==> src/rtl/fifo_memory.sv <==
// Single-clock FIFO (DEPTH x DATA_WIDTH) with full/empty/threshold status and sticky
// overflow/underflow error flags. Reset is synchronous and active-high on rst_n.
module fifo_memory #(
    parameter int DATA_WIDTH = 8,
    parameter int DEPTH      = 16,
    parameter int ADDR_WIDTH = 4,
    parameter int THRESHOLD  = 8
) (
    input  logic                  clk,
    input  logic                  rst_n,
    input  logic                  wr,
    input  logic                  rd,
    input  logic [DATA_WIDTH-1:0] data_in,
    output logic [DATA_WIDTH-1:0] data_out,
    output logic                  fifo_full,
    output logic                  fifo_empty,
    output logic                  fifo_threshold,
    output logic                  fifo_overflow,
    output logic                  fifo_underflow
);

    localparam logic [ADDR_WIDTH:0] LP_ONE    = (ADDR_WIDTH + 1)'(1);
    localparam logic [ADDR_WIDTH:0] LP_THRESH = (ADDR_WIDTH + 1)'(THRESHOLD);

    logic [DATA_WIDTH-1:0] r_mem [DEPTH];
    logic [ADDR_WIDTH:0]   r_wptr;
    logic [ADDR_WIDTH:0]   r_rptr;
    logic [DATA_WIDTH-1:0] r_data_out;
    logic                  r_overflow;
    logic                  r_underflow;

    logic [ADDR_WIDTH:0]   w_count;
    logic                  w_full;
    logic                  w_empty;
    logic                  w_rd_ok;
    logic                  w_wr_ok;

    // The extra pointer MSB distinguishes a full ring from an empty one.
    assign w_count = r_wptr - r_rptr;
    assign w_full  = (r_wptr[ADDR_WIDTH] != r_rptr[ADDR_WIDTH]) &&
                     (r_wptr[ADDR_WIDTH-1:0] == r_rptr[ADDR_WIDTH-1:0]);
    assign w_empty = (r_wptr == r_rptr);

    // A read on a full FIFO frees the slot the simultaneous write lands in.
    assign w_rd_ok = rd && !w_empty;
    assign w_wr_ok = wr && (!w_full || w_rd_ok);

    // NOTE: storage has no reset so it maps onto plain RAM; stale contents are never
    // observable because the pointers are cleared instead.
    always_ff @(posedge clk) begin
        if (!rst_n && w_wr_ok) begin
            r_mem[r_wptr[ADDR_WIDTH-1:0]] <= data_in;
        end
    end

    // NOTE: all state here uses non-blocking assignments so every flag sees the
    // pre-edge pointer values, regardless of statement order.
    always_ff @(posedge clk) begin
        if (rst_n) begin
            r_wptr      <= '0;
            r_rptr      <= '0;
            r_data_out  <= '0;
            r_overflow  <= 1'b0;
            r_underflow <= 1'b0;
        end else begin
            if (w_wr_ok) begin
                r_wptr      <= r_wptr + LP_ONE;
                r_underflow <= 1'b0;
            end else if (rd && w_empty && !wr) begin
                r_underflow <= 1'b1;
            end

            if (w_rd_ok) begin
                r_data_out <= r_mem[r_rptr[ADDR_WIDTH-1:0]];
                r_rptr     <= r_rptr + LP_ONE;
                r_overflow <= 1'b0;
            end else if (wr && w_full) begin
                r_overflow <= 1'b1;
            end
        end
    end

    assign data_out       = r_data_out;
    assign fifo_full      = w_full;
    assign fifo_empty     = w_empty;
    assign fifo_threshold = (w_count >= LP_THRESH);
    assign fifo_overflow  = r_overflow;
    assign fifo_underflow = r_underflow;

endmodule

==> config.mk <==
export PLATFORM = sky130hd
export DESIGN_NAME = fifo_memory
export DESIGN_NICKNAME = d
export VERILOG_FILES = /design/src/rtl/fifo_memory.sv
export SDC_FILE = /design/constraint.sdc
export NUM_CORES = 1
export LEC_CHECK = 0
export ABC_AREA = 1
export CORE_AREA = 2 2 119 121
export CTS_CLUSTER_DIAMETER = 150
export CTS_CLUSTER_SIZE = 25
export DETAILED_ROUTE_END_ITERATION = 8
export DIE_AREA = 0 0 121 123
export GPL_ROUTABILITY_DRIVEN = 0
export GPL_TIMING_DRIVEN = 0
export PLACE_DENSITY = 0.69
export SETUP_SLACK_MARGIN = 0.15
export SYNTH_ARGS = -nofsm -noshare
export SYNTH_HDL_FRONTEND = slang
export SYNTH_SLANG_ARGS = --single-unit
==> constraint.sdc <==
create_clock -name clk -period 2.3 [get_ports clk]
set_input_delay 0.345 -clock clk [delete_from_list [all_inputs] [get_ports clk]]
set_output_delay 0.345 -clock clk [all_outputs]
set_load 0.02 [all_outputs]
==> results of run 1 <==
[logic make-up (layout without fill, tap and decap cells)]
logic type / Yosys count / in the layout / synth area share [%]
simple gates: 314 / 314 / 21.64
buf+inv: 125 / 194 / 8.038
compound gates: 41 / 41 / 3.396
xor+xnor: 7 / 7 / 0.9245
fa+ha+maj: 10 / 10 / 2.000
flops: 148 / 148 / 64.00
[worst register-to-register path: cells and delay by family (launching register included)]
kind | cells | cell delay (ns)
buffers and inverters | 3 | 0.26
flip-flops | 1 | 0.33
AND/OR/NAND/NOR | 7 | 1.00
adder cells (fa/ha/maj) | 1 | 0.22
[sequential cells by signal (all words and copies together), names as in the netlist]
register        flops
r_mem             128
data_out            8
r_rptr              5
r_wptr              5
fifo_overflow       1
fifo_underflow      1
[how the worst max path moves through the flow]
stage	start	endpoint
after floorplan	r_rptr[1]$_SDFFE_PP0P_	r_mem[11][0]$_DFFE_PP_
after global placement	r_rptr[1]$_SDFFE_PP0P_	r_mem[3][6]$_DFFE_PP_
after detailed placement	r_wptr[0]$_SDFFE_PP0P_	fifo_threshold
after CTS	r_wptr[0]$_SDFFE_PP0P_	fifo_threshold
after global routing	r_rptr[1]$_SDFFE_PP0P_	fifo_threshold
final	r_wptr[3]$_SDFFE_PP0P_	fifo_threshold
[area by class of cell]
class / instances / share of cell area, %
tap: 180 / 2.771
buffer: 28 / 2.371
sequential: 148 / 52.39
clock inverter: 12 / 2.248
timing repair buffer: 38 / 4.788
multi-input combinational: 372 / 25.43
inverter: 97 / 4.665
clock buffer: 19 / 5.327
[layer usage]
metal	up-vias	global-route usage (%)	wire (um)
li1	2224	-	-
met1	2236	27.95	6719
met2	133	39.82	8230
met3	19	4.843	796
met4	0	6.977	267
met5	-	0	0
[cells in the final DEF (no fill, tap or decap), types with 8 or more instances in the layout]
master	instances
edfxtp_1	128
nand3_1	93
o21ai_0	8
a21oi_1	25
buf_6	9
buf_4	16
nor2_1	9
clkbuf_16	17
nand2_2	10
inv_1	88
clkdlybuf4s50_1	19
dfxtp_1	13
nor2_4	18
buf_2	14
nand2_1	169
[power by group]
part,total (mW),switching [mW],internal [mW]
clock,2.89,1.08,1.81
sequential,3.02,0.0481,2.97
combinational,1.28,0.796,0.482
[synthesized netlist by cell type, types with 2 or more instances]
cell type / number
nor2_1: 25
inv_2: 4
nand2_2: 10
nand4_1: 2
edfxtp_1: 128
nor2_4: 2
a21oi_1: 25
nand3_1: 93
inv_1: 91
nand2_1: 170
buf_4: 5
ha_1: 9
nand2_4: 7
buf_2: 16
buf_6: 3
dfxtp_1: 20
o21ai_1: 2
clkbuf_1: 3
o21ai_0: 10
xor2_1: 7
[repair_timing]
| item | in CTS | in global routing |
|---|---|---|
| gates resized for setup | 41 | 10 |
| pin swaps | 12 | 16 |
| endpoints found under the setup margin | 131 | 122 |
| setup buffers | 11 | 5 |
==> flow_metrics.env, run 1 <==
export IMPL_grt_antenna_before_repair=0
export IMPL_yosysSeqAreaShare_pct=64.00
export IMPL_max_stage_delay_ns=0.47
export IMPL_worstMarginPinSlew_ns=0.8746
export IMPL_grt_usage_pct=22.60
export IMPL_r2r_end="r_mem[10][1]$_DFFE_PP_"
export IMPL_async_flop_share_pct=0
export IMPL_initial_utilization_pct=48.72
export IMPL_hold_path_class="input pin to flip-flop"
export IMPL_die_height_um=123
export IMPL_regArea_mm2=0.004258
export IMPL_stdcell_area_mm2=0.008127
export IMPL_power_leakage_nw=3.238
export IMPL_cp_num_buf_inv=1
export IMPL_wl_per_cell_um=17.91
export IMPL_grt_first_pass_wirelength_um=24610
export IMPL_clock_sinks=148
export IMPL_cp_start_kind="flip-flop"
export IMPL_slew_viol_final=0
export IMPL_cp_num_cells=6
export IMPL_grt_setup_unrepaired="true"
export IMPL_holdWs_ns=0.2212
export IMPL_finalNonFillerCells=894
export IMPL_critPathKind="flip-flop to output port"
export IMPL_grt_remaining_overflow=0
export IMPL_r2r_slack_ns=0.16
export IMPL_cp_required_ns=1.96
export IMPL_postCtsHoldBufs=0
export IMPL_dr_total_vias=4612
export IMPL_synth_flop_cell="edfxtp_1"
export IMPL_synth_top_area_share_pct=57.96
export IMPL_antennaDiodeCount=0
export IMPL_period_share_pct=99.84
export IMPL_r2r_start="r_rptr[1]$_SDFFE_PP0P_"
export IMPL_endpoint_kind="output port"
export IMPL_io_buffers=22
export IMPL_clk_insertion_delay_late_ns=0.42
export IMPL_dp_hpwl_um=10390
export IMPL_status="completed"
export IMPL_crit_family="flip-flops"
export IMPL_cpMaxStageDelayCell="dfxtp_1"
export IMPL_detail_route_antenna_nets=0
export IMPL_totalPowerFinal_mw=7.187
export IMPL_arrival_ns=1.95
export IMPL_drive_gt1_share_pct=19.05
export IMPL_fin_util_pct=59.70
export IMPL_worst_slack_ns=0.003578
export IMPL_min_to="r_rptr[3]$_SDFFE_PP0P_"
export IMPL_yosysWarnings=0
export IMPL_routed_wl_um=16010
export IMPL_area_growth_pct=22.55
export IMPL_grt_pass1_vias=4646
export IMPL_tns_ns=0
export IMPL_cp_max_fo=5
export IMPL_num_io_pins=25
export IMPL_drt_iter0_markers=322
export IMPL_dp_slack_ns=-0.3302
export IMPL_cts_made_buffers=17
export IMPL_max_cap_viol_count=0
export IMPL_clockBufferDepth=2
export IMPL_rows=43
export IMPL_synth_fp_nets=667
export IMPL_path_cells="ha_4, a21oi_1, o21ai_2, xor2_1, or2_4, buf_6"
export IMPL_synth_area_per_cell_um2=10.28
export IMPL_synthDistinctLibCells=33
export IMPL_synth_area_leaders="edfxtp_1 58%, nand2_1 9.6%, nand3_1 7.0%"
export IMPL_reg2reg_depth=11
export IMPL_multi_input_area_mm2=0.002067
export IMPL_period_needed_ns=2.296
export IMPL_cts_tree="yes"
export IMPL_hold_path_depth=2
export IMPL_synth_area_mm2=0.006631
export IMPL_yosys_area_top_type="edfxtp_1"
export IMPL_peakVddDrop_v=0.0005785
export IMPL_setup_viol=0
export IMPL_n_fill_cell=1081
export IMPL_vias_per_cell=5.159
export IMPL_hp_start="rst_n"
export IMPL_grt_max_degree=17
export IMPL_fin_skew_ns=0.007037
export IMPL_place_area_mm2=0.007239
export IMPL_finalHoldViolCount=0
export IMPL_clk_pin_slew_ns=0.06
export IMPL_dp_cells=847
export IMPL_die_area_mm2=0.01488
export IMPL_fmax_ghz=0.4355
export IMPL_ys_ff_latch=148
export IMPL_synthCells=645
export IMPL_fp_dieW_um=121
export IMPL_htree_levels=4
export IMPL_maxSlewHeadroom_pct=41.51
export IMPL_clock_root_buffer="clkbuf_16"
export IMPL_final_nets=724
export IMPL_firstDrtPassIters=5
export IMPL_core_area_mm2=0.01361
export IMPL_powerDensity_mw_per_mm2=884.4
export IMPL_drc=0
export IMPL_synth_edff_count=128
No activity file was read; power rests on OpenSTA's default activity.
==> inputs of run 2 (changes only) <==
- CAP_MARGIN: default -> 25
==> results of run 2 <==
The final DEF is identical to that of run 1; final timing and power are the same.
==> inputs of run 3 (changes only) <==
- GPL_ROUTABILITY_DRIVEN: 0 -> default
- clock period: 2.3 -> 2.1 ns (I/O delays scaled with it)
==> run 3 against run 2 <==
  * The run now ends with negative setup slack left
  * Clock power increased by 5%
  * Sequential power increased by 9.6%
  * First-iteration DRC count increased by 25%
  * Register-to-register slack got worse by 0.21 ns
  * Cell count increased by 1.1%
  * Clock skew decreased by 0.0011 ns
  * Sequential share of layout area decreased by 0.78 points
  * Critical path depth increased by 2
  * Utilization increased by 0.96 points
  * Hold slack got worse by 0.035 ns
  * Largest cell class unchanged
==> flow_metrics.env, run 3 (synthesis results as in run 1) <==
export IMPL_grt_pass1_vias=4560
export IMPL_clock_sinks=148
export IMPL_dr_total_vias=4656
export IMPL_grt_usage_pct=22.88
export IMPL_path_cells="inv_2, buf_8, ha_4, a21oi_2, o21ai_2, xor2_1, or2_4, buf_6"
export IMPL_initial_utilization_pct=48.72
export IMPL_period_needed_ns=2.292
export IMPL_violations="negative setup slack"
export IMPL_rows=43
export IMPL_finalHoldViolCount=0
export IMPL_hold_path_class="input pin to flip-flop"
export IMPL_max_cap_viol_count=0
export IMPL_cp_max_fo=4
export IMPL_drive_gt1_share_pct=21.13
export IMPL_core_area_mm2=0.01361
export IMPL_worstMarginPinSlew_ns=0.7699
export IMPL_most_common_layout_cells="168 x nand2_1, 128 x edfxtp_1, 93 x nand3_1"
export IMPL_grt_setup_unrepaired="true"
export IMPL_clk_pin_slew_ns=0.06
export IMPL_final_common_cell="nand2_1"
export IMPL_die_area_mm2=0.01488
export IMPL_gp_congestion=0.8742
export IMPL_cts_made_buffers=17
export IMPL_vias_per_cell=5.150
export IMPL_tns_ns=-1.643
export IMPL_endpoint_kind="output port"
export IMPL_htree_levels=4
export IMPL_slew_viol_final=0
export IMPL_crit_family="flip-flops"
export IMPL_power_leakage_nw=3.280
export IMPL_area_growth_pct=24.51
export IMPL_cp_start_kind="flip-flop"
export IMPL_worst_slack_ns=-0.1918
export IMPL_largest_reg_flops=128
export IMPL_clk_insertion_delay_late_ns=0.42
export IMPL_grt_remaining_overflow=0
export IMPL_period_share_pct=109.1
export IMPL_postCtsHoldBufs=0
export IMPL_clock_root_buffer="clkbuf_16"
export IMPL_cp_num_buf_inv=3
export IMPL_io_buffers=22
export IMPL_dp_hpwl_um=10110
export IMPL_grt_antenna_before_repair=0
export IMPL_grt_max_degree=17
export IMPL_grt_first_pass_wirelength_um=24520
export IMPL_detail_route_antenna_nets=0
export IMPL_antennaDiodeCount=0
export IMPL_final_nets=733
export IMPL_status="finished, violations left"
export IMPL_peakVddDrop_v=0.0005930
export IMPL_drt_iter0_markers=401
export IMPL_wl_per_cell_um=17.78
export IMPL_maxSlewHeadroom_pct=48.51
export IMPL_fin_util_pct=60.66
export IMPL_critPathKind="flip-flop to output port"
export IMPL_arrival_ns=1.98
export IMPL_setup_viol=74
export IMPL_fmax_ghz=0.4363
export IMPL_fin_skew_ns=0.005957
export IMPL_num_io_pins=25
export IMPL_fp_dieW_um=121
export IMPL_firstDrtPassIters=5
export IMPL_cp_required_ns=1.78
export IMPL_max_stage_delay_ns=0.35
export IMPL_routed_wl_um=16080
export IMPL_cts_tree="yes"
export IMPL_powerDensity_mw_per_mm2=942.5
export IMPL_clockBufferDepth=2
export IMPL_cpMaxStageDelayCell="dfxtp_2"
export IMPL_drc=0
export IMPL_die_height_um=123
[run 3: changes by cell type in the layout (fill, tap and decap cells not counted), sizes merged]
cell / before / now
bufinv: 4 / 3
clkinv: 6 / 5
buf: 44 / 54
inv: 96 / 97
clkinvlp: 3 / 4
[run 3: power by group]
part / internal, mW / total (mW) / switching [mW]
Clock: 1.87 / 3.03 / 1.17
Sequential: 3.26 / 3.31 / 0.0557
Combinational: 0.548 / 1.44 / 0.888
Total: 5.67 / 7.78 / 2.11
[run 3: timing repair]
item	in CTS	in global routing
pin swaps	22	19
resized for setup	55	14
endpoints found under the setup margin	131	143
setup buffers	21	4
[run 3: final timing paths]
path	from	slack, ns	end	cells past startpoint
max	r_rptr[2]$_SDFFE_PP0P_	-0.19	fifo_threshold	8
min	rst_n	0.19	r_wptr[3]$_SDFFE_PP0P_	2
max reg2reg	r_rptr[1]$_SDFFE_PP0P_	-0.05	r_mem[3][7]$_DFFE_PP_	12
min reg2reg	fifo_underflow$_SDFFE_PP0P_	0.47	fifo_underflow$_SDFFE_PP0P_	1
[run 3: routing by layer]
layer / vias up / routed length (um) / track usage (%)
met5: - / 0 / 0
met4: 0 / 348 / 8.430
met3: 28 / 899 / 5.489
met2: 140 / 8308 / 39.12
met1: 2238 / 6521 / 28.40
li1: 2250 / - / -
[run 3: area by class of cell]
cell class	instances	area (um^2)
plain buffers	28	197.7
multi-input cells	372	2103
inverters	97	379.1
clock inverters	12	155.1
well taps	180	225.2
clock buffers	20	436.7
flip-flops and latches	148	4262
fillers	1047	5355
repair buffers	47	498.0
[run 3: metrics by stage]
step | hold slack, ns | cell area, um^2 | cells | power, mW | worst slack (ns)
after floorplan | 0.4139 | 6794 | 645 | 4.173 | -0.06705
after global placement | 0.4481 | 7239 | 847 | 4.593 | -0.4838
after detailed placement | 0.4618 | 7239 | 847 | 4.617 | -0.5205
after CTS | 0.1853 | 8192 | 900 | 7.742 | -0.1308
after global routing | 0.1891 | 8257 | 904 | 8.054 | -0.2486
final | 0.1858 | 8257 | 904 | 7.782 | -0.1918
